[config.mk]
export PLATFORM = sky130hd
export DESIGN_NAME = sync_fifo_prog
export DESIGN_NICKNAME = d
export VERILOG_FILES = /design/src/rtl/sync_fifo_pkg.sv /design/src/rtl/fifo_ram.sv /design/src/rtl/sync_fifo_prog.sv
export SDC_FILE = /design/constraint.sdc
export NUM_CORES = 1
export LEC_CHECK = 0
export CAP_MARGIN = 20
export CORE_ASPECT_RATIO = 0.75
export CORE_MARGIN = 3
export CORE_UTILIZATION = 55
export DETAILED_ROUTE_END_ITERATION = 6
export PLACE_DENSITY = 0.71
export RECOVER_POWER = 100
export SLEW_MARGIN = 20
export SYNTH_ARGS = -nofsm -noshare
export SYNTH_HDL_FRONTEND = slang
export SYNTH_SLANG_ARGS = --single-unit
[constraint.sdc]
create_clock -name clk -period 5 [get_ports clk]
set_input_delay 0.75 -clock clk [delete_from_list [all_inputs] [get_ports clk]]
set_output_delay 0.75 -clock clk [all_outputs]
set_load 0.01 [all_outputs]
[src/rtl/sync_fifo_pkg.sv]
// Shared definitions for the programmable synchronous FIFO.
// Read-mode constants and wrapping pointer arithmetic.
package sync_fifo_pkg;

  localparam int FIFO_STD  = 0;
  localparam int FIFO_FWFT = 1;

  // Depth need not be a power of two, so wrap explicitly.
  function automatic int ptr_inc(input int ptr, input int depth);
    return (ptr == depth - 1) ? 0 : ptr + 1;
  endfunction

endpackage

[src/rtl/fifo_ram.sv]
// DEPTH x WIDTH simple dual-port storage.
// Read port is registered in standard mode, combinational in FWFT mode.
module fifo_ram
  import sync_fifo_pkg::*;
#(
  parameter int WIDTH = 8,
  parameter int DEPTH = 16,
  parameter int FWFT  = 0,
  parameter int AW    = $clog2(DEPTH)
) (
  input  logic             clk,
  input  logic             rst,
  input  logic             we_i,
  input  logic [AW-1:0]    waddr_i,
  input  logic [WIDTH-1:0] wdata_i,
  input  logic             re_i,
  input  logic [AW-1:0]    raddr_i,
  output logic [WIDTH-1:0] rdata_o
);

  logic [WIDTH-1:0] mem_q [DEPTH];

  always_ff @(posedge clk) begin
    if (we_i) begin
      mem_q[waddr_i] <= wdata_i;
    end
  end

  if (FWFT == FIFO_FWFT) begin : g_async
    logic unused_rd;
    assign unused_rd = rst ^ re_i;
    assign rdata_o   = mem_q[raddr_i];
  end else begin : g_sync
    logic [WIDTH-1:0] rdata_q;
    always_ff @(posedge clk) begin
      if (rst) begin
        rdata_q <= '0;
      end else if (re_i) begin
        rdata_q <= mem_q[raddr_i];
      end
    end
    assign rdata_o = rdata_q;
  end

endmodule

[src/rtl/sync_fifo_prog.sv]
// Single-clock FIFO with arbitrary depth, optional FWFT, thresholds,
// sticky error flags, peak watermark and pass-through write when full.
module sync_fifo_prog
  import sync_fifo_pkg::*;
#(
  parameter int WIDTH     = 8,
  parameter int DEPTH     = 16,
  parameter int FWFT      = 0,
  parameter int AF_THRESH = DEPTH - 2,
  parameter int AE_THRESH = 2,
  localparam int CNT_W    = $clog2(DEPTH + 1)
) (
  input  logic             clk,
  input  logic             rst,
  input  logic             wr_en,
  input  logic [WIDTH-1:0] wr_data,
  output logic             full,
  output logic             almost_full,
  output logic             overflow,
  input  logic             rd_en,
  output logic [WIDTH-1:0] rd_data,
  output logic             rd_valid,
  output logic             empty,
  output logic             almost_empty,
  output logic             underflow,
  output logic [CNT_W-1:0] count,
  output logic [CNT_W-1:0] peak,
  input  logic             clr_stat
);

  localparam int PW = $clog2(DEPTH);

  if (DEPTH < 2 || WIDTH < 1) begin : g_bad_size
    $fatal(1, "sync_fifo_prog: DEPTH must be >=2 and WIDTH >=1");
  end
  if (AF_THRESH < 1 || AF_THRESH > DEPTH ||
      AE_THRESH < 0 || AE_THRESH > DEPTH - 1) begin : g_bad_thr
    $fatal(1, "sync_fifo_prog: threshold out of range");
  end

  logic [PW-1:0]    wr_ptr_q, wr_ptr_d;
  logic [PW-1:0]    rd_ptr_q, rd_ptr_d;
  logic [CNT_W-1:0] count_q, count_d;
  logic [CNT_W-1:0] peak_q, peak_d;
  logic             ovf_q, ovf_d;
  logic             udf_q, udf_d;
  logic             rd_accept, wr_accept;

  assign full         = (count_q == CNT_W'(DEPTH));
  assign empty        = (count_q == '0);
  assign almost_full  = (count_q >= CNT_W'(AF_THRESH));
  assign almost_empty = (count_q <= CNT_W'(AE_THRESH));

  assign rd_accept = rd_en & ~empty;
  assign wr_accept = wr_en & (~full | rd_accept);

  always_comb begin
    wr_ptr_d = wr_ptr_q;
    rd_ptr_d = rd_ptr_q;
    count_d  = count_q;
    peak_d   = peak_q;
    ovf_d    = ovf_q;
    udf_d    = udf_q;
    if (wr_accept) begin
      wr_ptr_d = PW'(ptr_inc(int'(wr_ptr_q), DEPTH));
    end
    if (rd_accept) begin
      rd_ptr_d = PW'(ptr_inc(int'(rd_ptr_q), DEPTH));
    end
    unique case ({wr_accept, rd_accept})
      2'b10:   count_d = count_q + CNT_W'(1);
      2'b01:   count_d = count_q - CNT_W'(1);
      default: count_d = count_q;
    endcase
    if (clr_stat) begin
      peak_d = count_d;
      ovf_d  = 1'b0;
      udf_d  = 1'b0;
    end else if (count_d > peak_q) begin
      peak_d = count_d;
    end
    // An error in the same cycle as clr_stat keeps its flag set.
    if (wr_en & ~wr_accept) ovf_d = 1'b1;
    if (rd_en & empty)      udf_d = 1'b1;
  end

  always_ff @(posedge clk) begin
    if (rst) begin
      wr_ptr_q <= '0;
      rd_ptr_q <= '0;
      count_q  <= '0;
      peak_q   <= '0;
      ovf_q    <= 1'b0;
      udf_q    <= 1'b0;
    end else begin
      wr_ptr_q <= wr_ptr_d;
      rd_ptr_q <= rd_ptr_d;
      count_q  <= count_d;
      peak_q   <= peak_d;
      ovf_q    <= ovf_d;
      udf_q    <= udf_d;
    end
  end

  assign count     = count_q;
  assign peak      = peak_q;
  assign overflow  = ovf_q;
  assign underflow = udf_q;

  fifo_ram #(
    .WIDTH (WIDTH),
    .DEPTH (DEPTH),
    .FWFT  (FWFT),
    .AW    (PW)
  ) u_ram (
    .clk     (clk),
    .rst     (rst),
    .we_i    (wr_accept),
    .waddr_i (wr_ptr_q),
    .wdata_i (wr_data),
    .re_i    (rd_accept),
    .raddr_i (rd_ptr_q),
    .rdata_o (rd_data)
  );

  if (FWFT == FIFO_FWFT) begin : g_fwft
    assign rd_valid = ~empty;
  end else begin : g_std
    logic rv_q;
    always_ff @(posedge clk) begin
      if (rst) rv_q <= 1'b0;
      else     rv_q <= rd_accept;
    end
    assign rd_valid = rv_q;
  end

endmodule
After elaboration in Yosys (flattened, before gate mapping):

Memories as Yosys holds them, arrays and structs flattened. A register that Yosys moved wholly into a read port is not among the register bits.
Cells that the tools add are included.

* word-level logic and storage cells: 42
* output and inout port bits: 25
* memories kept: 1
* input port bits: 13
* bits in registers: 21
* bits in writable memories: 128

Memories
* u_ram.mem_q: words 16, bits a word 8, rd ports 1, clocked after Yosys merged registers in 1, wr ports 1, RTL line fifo_ram.sv:21 `logic [WIDTH-1:0] mem_q [DEPTH];`

* eq/ne operators: 5
* order comparisons: 3
* multiplexer cells: 10
* add/subtract/negate cells: 4
* reduce and logical (&&, ||, !) cells: 4
* bitwise operators: 8

Operators by type and width (count)
* two-way mux 5 bit: 2
* case mux 5 bit (2 select lines): 1
* adder 4 x 1 -> 4 bit, second input constant: 2
* equality test 4 x 1 -> 1 bit, second input constant: 2
* two-way mux 4 bit: 2
* nonzero test 2 bit: 3
* adder 5 x 1 -> 5 bit, second input constant: 1
* equality test 5 bit, second input constant: 1
* >= comparator 5 x 4 -> 1 bit, second input constant: 1
* > comparator 5 bit: 1
* less-or-equal comparator 5 x 2 -> 1 bit, second input constant: 1
* zero test 5 bit: 1
* two-way mux 1 bit: 5
* subtractor 5 x 1 -> 5 bit, second input constant: 1
* AND 1 bit: 4
* NOT 1 bit: 3
* equality test 2 x 1 -> 1 bit, second input constant: 1
* equality test 2 bit, second input constant: 1
* OR 1 bit: 1

Logic depth before layout (Yosys ltp):

Gate-level depths: netlist (run 1).

* depth after elaboration: 10
* depth in mapped cells: 17
* depth with buffers taken out: 15

By module:

Synthesis (run 1) repeated with hierarchy kept, for this count alone.

* cells, all modules: 467
* area, all modules: 6630.1 um^2

By module, submodules not included
* fifo_ram: area each 5343.9 um^2, seq. area each 4003.8 um^2, cells an instance 316, times used 1
* sync_fifo_prog: area each 1286.2 um^2, seq. area each 420.4 um^2, cells an instance 151, times used 1

Worst setup path after synthesis (run 1):

No wires, ideal clock.

* path type: register to register
* from: register count_q[0], in the netlist count[0]
* to: register peak_q[1], in the netlist peak[1]
* data required time: 4.914 ns
* setup slack: 0.961 ns
* arrival time: 3.954 ns
* period minus slack after synthesis: 4.039 ns
* stages on the path, launching flop included: 18
* setup time: 0.086 ns
* path buffers: 2
* cells stage by stage: dfxtp_1 > or4_1 > buf_2 > o21ai_2 > buf_2 > nor2_1 > fa_1 > a21o_1 > a21oi_1 > mux2i_1 > a211oi_1 > inv_1 > ha_1 > and3_1 > a211oi_1 > a32o_1 > a21oi_1 > a211oi_1

* cells in the longest elaborated chain, start to end: 9
* elaborated cells between the ends (all ways): 16
* those cells by class: add/sub (2); order compare (1); eq/ne (3); mux (3); bitwise (5); reduce/logical (2)

RTL lines
* from (decl): RTL line sync_fifo_prog.sv:43 `logic [CNT_W-1:0] count_q, count_d;`
* from (signal assigned): RTL line sync_fifo_prog.sv:98 `count_q <= count_d;`
* zero test 5 bit: RTL line sync_fifo_prog.sv:50 `assign empty = (count_q == '0);`
* NOT 1 bit: RTL line sync_fifo_prog.sv:54 `assign rd_accept = rd_en & ~empty;`
* AND 1 bit: RTL line sync_fifo_prog.sv:54
* OR 1 bit: RTL line sync_fifo_prog.sv:55 `assign wr_accept = wr_en & (~full | rd_accept);`
* AND 1 bit: RTL line sync_fifo_prog.sv:55
* equality test 2 x 1 -> 1 bit or equality test 2 bit (tied branches): RTL line sync_fifo_prog.sv:70 `unique case ({wr_accept, rd_accept})`
* case mux 5 bit (2 select lines) *: RTL line sync_fifo_prog.sv:70
* via count_d[4]: RTL line sync_fifo_prog.sv:43
* > comparator 5 bit *: RTL line sync_fifo_prog.sv:79 `end else if (count_d > peak_q) begin`
* nonzero test 2 bit (no source line) *
* to (signal assigned): RTL line sync_fifo_prog.sv:99 `peak_q <= peak_d;`
* to (decl): RTL line sync_fifo_prog.sv:44 `logic [CNT_W-1:0] peak_q, peak_d;`

The timed path passes the listed nets; every way through them passes the cells marked *. The select of a mux whose other input is x is not followed.
A chain may end at the register's enable or synchronous reset.

Worst setup path after layout (run 1):

* from: register count_q[0], in the netlist count[0]
* to: register peak_q[0], in the netlist peak[0]

The elaborated chain is that of the path after synthesis.

==> results of run 1 <==
==> layout by cell type (no fill, tap or decap), types with 6 or more instances in the layout <==
cell                            count
sky130_fd_sc_hd__edfxtp_1         128
sky130_fd_sc_hd__clkbuf_1          12
sky130_fd_sc_hd__a21oi_1           31
sky130_fd_sc_hd__ha_1              13
sky130_fd_sc_hd__mux4_2            32
sky130_fd_sc_hd__o21ai_0            6
sky130_fd_sc_hd__dlygate4sd3_1     35
sky130_fd_sc_hd__nor2_1            39
sky130_fd_sc_hd__clkbuf_16         20
sky130_fd_sc_hd__nand2_1           19
sky130_fd_sc_hd__inv_1             13
sky130_fd_sc_hd__nor2b_1            6
sky130_fd_sc_hd__dfxtp_1           28
sky130_fd_sc_hd__a22oi_1           19
==> power by group <==
part / internal [W] / switching [W] / total, W
Sequential: 0.00149 / 0.000114 / 0.00161
Clock: 0.000763 / 0.000482 / 0.00125
Combinational: 0.000469 / 0.000507 / 0.000976
==> stage by stage <==
stage	util, %	hold WS, ps	area (µm²)	setup slack (ps)
4_1_cts	67.6	496	7600	668
6_report	67.3	487	7560	539
3_3_place_gp	62.5	472	7010	738
3_5_place_dp	62.5	483	7010	603
5_1_grt	67.3	512	7560	160
2_1_floorplan	-	488	6480	961
==> worst reg2reg max path, stage by stage, from the launching register on <==
cell and delay, ps:
sky130_fd_sc_hd__dfxtp_1 400, sky130_fd_sc_hd__or4_1 690, sky130_fd_sc_hd__o21ai_0 290, sky130_fd_sc_hd__nor2_1 160
sky130_fd_sc_hd__fa_1 430, sky130_fd_sc_hd__a21o_1 190, sky130_fd_sc_hd__a21oi_1 280, sky130_fd_sc_hd__mux2i_1 120
sky130_fd_sc_hd__a211oi_1 420, sky130_fd_sc_hd__inv_1 90, sky130_fd_sc_hd__ha_1 310, sky130_fd_sc_hd__and3_1 190
sky130_fd_sc_hd__a211oi_1 260, sky130_fd_sc_hd__a32oi_1 170, sky130_fd_sc_hd__o21ai_0 230, sky130_fd_sc_hd__o22ai_1 100
==> sequential cells by signal, indices dropped and copies added, names as in the netlist <==
signal	count
underflow	1
count	5
rd_valid	1
u_ram.mem_q	128
peak	5
rd_ptr_q	4
u_ram.rdata_o	8
overflow	1
wr_ptr_q	4
==> how the worst min path moves through the flow <==
stage,from,to,depth (start not counted)
2_1_floorplan,rd_ptr_q[3]$_SDFFE_PP0N_,rd_ptr_q[3]$_SDFFE_PP0N_,2
3_5_place_dp,u_ram.rdata_o[5]$_SDFFE_PP0N_,u_ram.rdata_o[5]$_SDFFE_PP0N_,2
3_3_place_gp,u_ram.rdata_o[4]$_SDFFE_PP0N_,u_ram.rdata_o[4]$_SDFFE_PP0N_,2
6_report,u_ram.rdata_o[5]$_SDFFE_PP0N_,u_ram.rdata_o[5]$_SDFFE_PP0N_,2
4_1_cts,u_ram.rdata_o[5]$_SDFFE_PP0N_,u_ram.rdata_o[5]$_SDFFE_PP0N_,2
5_1_grt,peak[0]$_SDFFE_PP0P_,peak[0]$_SDFFE_PP0P_,2
==> kinds of logic (layout without fill, tap and decap cells) <==
group                      after synthesis  in the layout  synth area share (%)
xor gates and xnor gates                 5              5                 0.676
buffers and inverters                   36             92                  2.47
adders and majority gates               14             14                  2.82
AOI/OAI and AO/OA                       80             80                  8.22
DFF                                    157            157                  68.2
and+or+nand+nor                         86             86                  6.29
muxes                                   33             33                  11.3
==> final cells by class <==
cell class / instances / area, µm² / share of cell area [%]
Inverter: 13 / 48.8 / 0.646
Timing Repair Buffer: 47 / 419 / 5.55
Sequential cell: 157 / 4430 / 58.6
Multi-Input combinational cell: 218 / 1880 / 24.9
Clock inverter: 4 / 22.5 / 0.298
Tap cell: 157 / 196 / 2.60
Clock buffer: 28 / 561 / 7.42
==> routing by layer <==
layer | vias up | part of all wire [%]
met5 | - | 0
met4 | 0 | 0.89
met3 | 10 | 8.4
met2 | 139 | 46
met1 | 1937 | 45
li1 | 1694 | -
==> metrics.log, run 1 <==
INFO  metric routed-via-count = 3780
INFO  metric postSynthNetCount = 438
INFO  metric r2r-start = count[0]$_SDFF_PP0_
INFO  metric timing.max_cap.violations = 0
INFO  metric busiest_layer = met1
INFO  metric capturing_instance_or_port_of_the_critical_path = peak[0]$_SDFFE_PP0P_
INFO  metric finalNonFillerCells = 624
INFO  metric cts_setup_buffers = 0
INFO  metric syn2layout_area_growth = 16.6%
INFO  metric grt_start_max_net_pins = 37
INFO  metric num-fill-cells = 800
INFO  metric ioPinCount = 38
INFO  metric synth_top_area_share = 59.3%
INFO  metric post_synth_inst_count = 411
INFO  metric timing.critical_path.cells = or4_1 > o21ai_0 > nor2_1 > fa_1 > a21o_1 > a21oi_1 > mux2i_1 > a211oi_1 > inv_1 > ha_1 > and3_1 > a211oi_1 > a32oi_1 > o21ai_0 > o22ai_1
INFO  metric synthDistinctLibCells = 50
INFO  metric first_global_vias = 3650
INFO  metric yosysWarningCount = 0
INFO  metric detail_route.iter0.violations = 424
INFO  metric die_x = 131 µm
INFO  metric worstPathArrival = 4740 ps
INFO  metric wire_length_of_the_first_global_routing_pass = 21.4 mm
INFO  metric detail_route.wirelength = 13.8 mm
INFO  metric design.core.area = 11200 µm²
INFO  metric tritoncts_num_sinks = 157
INFO  metric h_tree_level_count = 4
INFO  metric clkLatencyLatePin = 420 ps
INFO  metric timing.critical_path.fanout_max = 10
INFO  metric setup_total_negative_slack = 0 ps
INFO  metric die_y = 100 µm
INFO  metric synth.area.top_cells = sky130_fd_sc_hd__edfxtp_1, sky130_fd_sc_hd__mux4_2, sky130_fd_sc_hd__dfxtp_1
INFO  metric unrepaired_setup_endpoints_after_global_routing = no
INFO  metric final_layout_size_suffix_gt1_share = 14.1%
INFO  metric peakVddDrop = 0.238 mV
INFO  metric path_depth = 15
INFO  metric design.final.nets = 481
INFO  metric drv_slew = 0
INFO  metric synthTopCellsByCount = sky130_fd_sc_hd__edfxtp_1, sky130_fd_sc_hd__nor2_1, sky130_fd_sc_hd__mux4_2
INFO  metric global_route.usage.met1 = 33.9%
INFO  metric final_min_period_over_clock_period = 89.2%
INFO  metric kind_of_start_point_of_the_critical_path = register
INFO  metric antenna-diode-count = 0
INFO  metric critPathCaptureType = register
INFO  metric postSynthRegisterBits = 157
INFO  metric reg2regPathDepth = 15
INFO  metric tritoncts_buffers = 17
INFO  metric critical_path_required = 5280 ps
INFO  metric placedCellCount = 592
INFO  metric initial_utilization = 57.7%
INFO  metric grt_overflow_total = 0
INFO  metric worst_r2r_endpoint = peak[0]$_SDFFE_PP0P_
INFO  metric global_route.usage.met3 = 5.56%
INFO  metric postRouteAntennaNets = 0
INFO  metric routed_wire_length_per_instance = 22.1 µm
INFO  metric run_status = finished clean
INFO  metric design.die.area = 13100 µm²
INFO  metric detailed_place_hpwl = 8.84 mm
INFO  metric synth_most_common_cell = sky130_fd_sc_hd__edfxtp_1
INFO  metric io_buffers = 37
INFO  metric asyncSetResetFlopFracSynth = 0%
INFO  metric firstDrtPassIters = 6
INFO  metric gp_congestion = 0.860
INFO  metric cts_root_buffer = sky130_fd_sc_hd__clkbuf_16
INFO  metric slowest_stage = sky130_fd_sc_hd__or4_1
INFO  metric worstMarginPinSlew = 1110 ps
INFO  metric criticalPathCategory = register to register
INFO  metric worst_clock_skew = 7.98 ps
INFO  metric synth_edf_count = 128
INFO  metric timing.critical_path.max_delay_family = compound AO/OA/AOI/OAI gates
INFO  metric clkTransAtPathRegs = 60 ps
INFO  metric remaining_drc_errors = 0
INFO  metric cts_tree = built
INFO  metric synth_largest_area_cell = sky130_fd_sc_hd__edfxtp_1
INFO  metric power.density = 507 nW/µm²
INFO  metric synth_area = 6480 µm²
INFO  metric slowest_delay = 690 ps
INFO  metric via_per_inst = 6.06
INFO  metric syn_avg_cell_area = 15.8 µm²
INFO  metric p_leak = 2.57 nW
INFO  metric maxSlewHeadroom = 25.8%
INFO  metric ys.flop_type = sky130_fd_sc_hd__edfxtp_1
INFO  metric setup-violations-final = 0
INFO  metric cts_hold_buf = 0
INFO  metric min_period = 4460 ps
INFO  metric max_clock_freq = 0.224 GHz
INFO  metric clock_path_buffers = 2
INFO  metric crit_buf_inv = 1
INFO  metric final-hold-violation-count = 0
INFO  metric hold_path_class = register to register
INFO  metric cts_resized = 0
INFO  metric design_power_total = 0.00383 W
INFO  metric reg2reg_slack = 540 ps
INFO  metric grtUsageMet2 = 32.0%
INFO  metric number_of_antenna_violations_at_the_first_check_in_global_routing = 0
INFO  metric placementRows = 33
INFO  metric track_usage = 22.2%
INFO  metric synth_sequential_area_ratio = 68.2%
INFO  metric crit_start = count[0]$_SDFF_PP0_
(Power assumes the default switching activity.)
==> inputs of run 2 (changes only) <==
--- a/config.mk
+++ b/config.mk
@@ -12,7 +12,7 @@
 export DETAILED_ROUTE_END_ITERATION = 6
 export PLACE_DENSITY = 0.71
 export RECOVER_POWER = 100
-export SLEW_MARGIN = 20
+export SKIP_LAST_GASP = 1
 export SYNTH_ARGS = -nofsm -noshare
 export SYNTH_HDL_FRONTEND = slang
 export SYNTH_SLANG_ARGS = --single-unit
==> run 2 against run 1 <==
Sequential power fell by 3%. Sequential share of layout area fell by 0.17 points. Setup slack improved by 17 ps. Final cell count rose by 0.16%. Critical path depth did not move. Design area rose by 0.23%. Sequential cell count did not move. Wire length rose by 0.30%. Via count rose by 0.48%. First-iteration DRC count fell by 13%. Global-route usage did not move. Die area did not move. Largest power group unchanged.
==> metrics.log, run 2 (synthesis results as in run 1) <==
INFO  metric top_register = u_ram.mem_q
INFO  metric cts_tree = built
INFO  metric io_buffers = 37
INFO  metric syn2layout_area_growth = 16.8%
INFO  metric worst_r2r_endpoint = peak[0]$_SDFFE_PP0P_
INFO  metric postRouteAntennaNets = 0
INFO  metric clkTransAtPathRegs = 60 ps
INFO  metric crit_buf_inv = 1
INFO  metric routed-via-count = 3798
INFO  metric r2r-start = count[0]$_SDFF_PP0_
INFO  metric final-hold-violation-count = 0
INFO  metric slowest_stage = sky130_fd_sc_hd__or4_1
INFO  metric largest_register_ff_count = 128
INFO  metric placed_cell_area = 7010 µm²
INFO  metric final_min_period_over_clock_period = 88.9%
INFO  metric clock_path_buffers = 2
INFO  metric min_period = 4440 ps
INFO  metric die_x = 131 µm
INFO  metric first_global_vias = 3650
INFO  metric wire_length_of_the_first_global_routing_pass = 21.4 mm
INFO  metric firstDrtPassIters = 5
INFO  metric antenna-diode-count = 0
INFO  metric routed_wire_length_per_instance = 22.1 µm
INFO  metric power.density = 507 nW/µm²
INFO  metric slowest_delay = 680 ps
INFO  metric reg2regPathDepth = 15
INFO  metric critical_path_required = 5280 ps
INFO  metric design.core.area = 11200 µm²
INFO  metric drv_slew = 0
INFO  metric detail_route.iter0.violations = 368
INFO  metric top_signal_layer_used = met4
INFO  metric timing.critical_path.max_delay_family = compound AO/OA/AOI/OAI gates
INFO  metric commonest_cells_after_routing_fill_and_taps_aside = sky130_fd_sc_hd__edfxtp_1, sky130_fd_sc_hd__nor2_1, sky130_fd_sc_hd__dlygate4sd3_1
INFO  metric peakVddDrop = 0.238 mV
INFO  metric final_layout_size_suffix_gt1_share = 14.3%
INFO  metric wl_met3 = 1.19 mm
INFO  metric ioPinCount = 38
INFO  metric unrepaired_setup_endpoints_after_global_routing = no
INFO  metric worst_clock_skew = 6.77 ps
INFO  metric gp_congestion = 0.860
INFO  metric clkLatencyLatePin = 410 ps
INFO  metric detailed_place_hpwl = 8.84 mm
INFO  metric critPathCaptureType = register
INFO  metric final_area = 7570 µm²
INFO  metric criticalPathCategory = register to register
INFO  metric cts_hold_buf = 0
INFO  metric h_tree_level_count = 4
INFO  metric run_status = finished clean
INFO  metric detail_route.wirelength = 13.8 mm
INFO  metric area.sequential = 4430 µm²
INFO  metric max_clock_freq = 0.225 GHz
INFO  metric capturing_instance_or_port_of_the_critical_path = peak[0]$_SDFFE_PP0P_
INFO  metric grt_start_max_net_pins = 37
INFO  metric design_power_total = 0.00384 W
INFO  metric route.layer.met1.wl = 6.28 mm
INFO  metric initial_utilization = 57.7%
INFO  metric worstPathArrival = 4720 ps
INFO  metric cts_resized = 0
INFO  metric kind_of_start_point_of_the_critical_path = register
INFO  metric remaining_drc_errors = 0
INFO  metric reg2reg_slack = 560 ps
INFO  metric track_usage = 22.2%
INFO  metric worstMarginPinSlew = 1120 ps
INFO  metric grt_overflow_total = 0
INFO  metric setup_total_negative_slack = 0 ps
INFO  metric p_leak = 2.58 nW
INFO  metric hold_path_class = register to register
INFO  metric setup-violations-final = 0
INFO  metric via_per_inst = 6.08
INFO  metric design.final.nets = 482
INFO  metric num-fill-cells = 799
INFO  metric tritoncts_num_sinks = 157
INFO  metric multi_input_comb_area = 1880 µm²
INFO  metric timing.max_cap.violations = 0
INFO  metric timing.critical_path.fanout_max = 10
INFO  metric tritoncts_buffers = 17
INFO  metric number_of_antenna_violations_at_the_first_check_in_global_routing = 0
INFO  metric path_depth = 15
INFO  metric timing.critical_path.cells = or4_1 > o21ai_0 > nor2_1 > fa_1 > a21o_1 > a21oi_1 > mux2i_1 > a211oi_1 > inv_1 > ha_1 > and3_1 > a211oi_1 > a32oi_1 > o21ai_0 > o22ai_1
INFO  metric placementRows = 33
INFO  metric mostFrequentLayoutCell = sky130_fd_sc_hd__edfxtp_1
INFO  metric design.die.area = 13100 µm²
INFO  metric die_y = 100 µm
INFO  metric maxSlewHeadroom = 25.5%
INFO  metric crit_start = count[0]$_SDFF_PP0_
INFO  metric cts_setup_buffers = 0
INFO  metric cts_root_buffer = sky130_fd_sc_hd__clkbuf_16
INFO  metric met2RoutedLength = 6.24 mm
-- run 2: changes by cell type in the layout (fill, tap and decap cells not counted), sizes merged --
cell and change:
buf +1
-- run 2: metal layers --
layer / vias to the layer above / global-route usage (%)
met5: - / 0
met4: 0 / 6.78
met3: 7 / 5.56
met2: 149 / 32.0
met1: 1944 / 33.9
li1: 1698 / -
-- run 2: layout make-up --
class	count	area share, %
tap	157	2.59
clock inverter	4	0.297
inverter	13	0.644
timing repair buffer	48	5.80
clock buffer	28	7.40
multi-input combinational	218	24.8
sequential	157	58.4
-- run 2: worst min-delay path, stage by stage (launching register included) --
cell	delay, ps
sky130_fd_sc_hd__dfxtp_1	320
sky130_fd_sc_hd__a21oi_1	60
sky130_fd_sc_hd__nor2_1	70
-- run 2: where the power goes --
| part | leakage, nW | switching (W) | internal (W) |
|---|---|---|---|
| sequential | 1.39 | 0.0000658 | 0.00149 |
| clock | 0.286 | 0.000477 | 0.000763 |
| combinational | 0.903 | 0.000562 | 0.000483 |
| total | 2.58 | 0.00110 | 0.00274 |
-- run 2: worst min-delay path by stage --
stage,from,end,slack (ps),cells past startpoint
floorplan,rd_ptr_q[3]$_SDFFE_PP0N_,rd_ptr_q[3]$_SDFFE_PP0N_,490,2
global placement,u_ram.rdata_o[4]$_SDFFE_PP0N_,u_ram.rdata_o[4]$_SDFFE_PP0N_,470,2
detailed placement,u_ram.rdata_o[5]$_SDFFE_PP0N_,u_ram.rdata_o[5]$_SDFFE_PP0N_,480,2
CTS,u_ram.rdata_o[5]$_SDFFE_PP0N_,u_ram.rdata_o[5]$_SDFFE_PP0N_,500,2
global route,peak[0]$_SDFFE_PP0P_,peak[0]$_SDFFE_PP0P_,510,2
finish,u_ram.rdata_o[5]$_SDFFE_PP0N_,u_ram.rdata_o[5]$_SDFFE_PP0N_,490,2
-- run 2: through the flow --
stage          hold WS (ps)  utilization (%)  setup WS [ps]  cells
6_report                485             67.4            557    625
5_1_grt                 512             67.4            160    625
4_1_cts                 496             67.6            668    624
3_5_place_dp            483             62.5            603    592
3_3_place_gp            472             62.5            738    592
2_1_floorplan           488                -            961    411
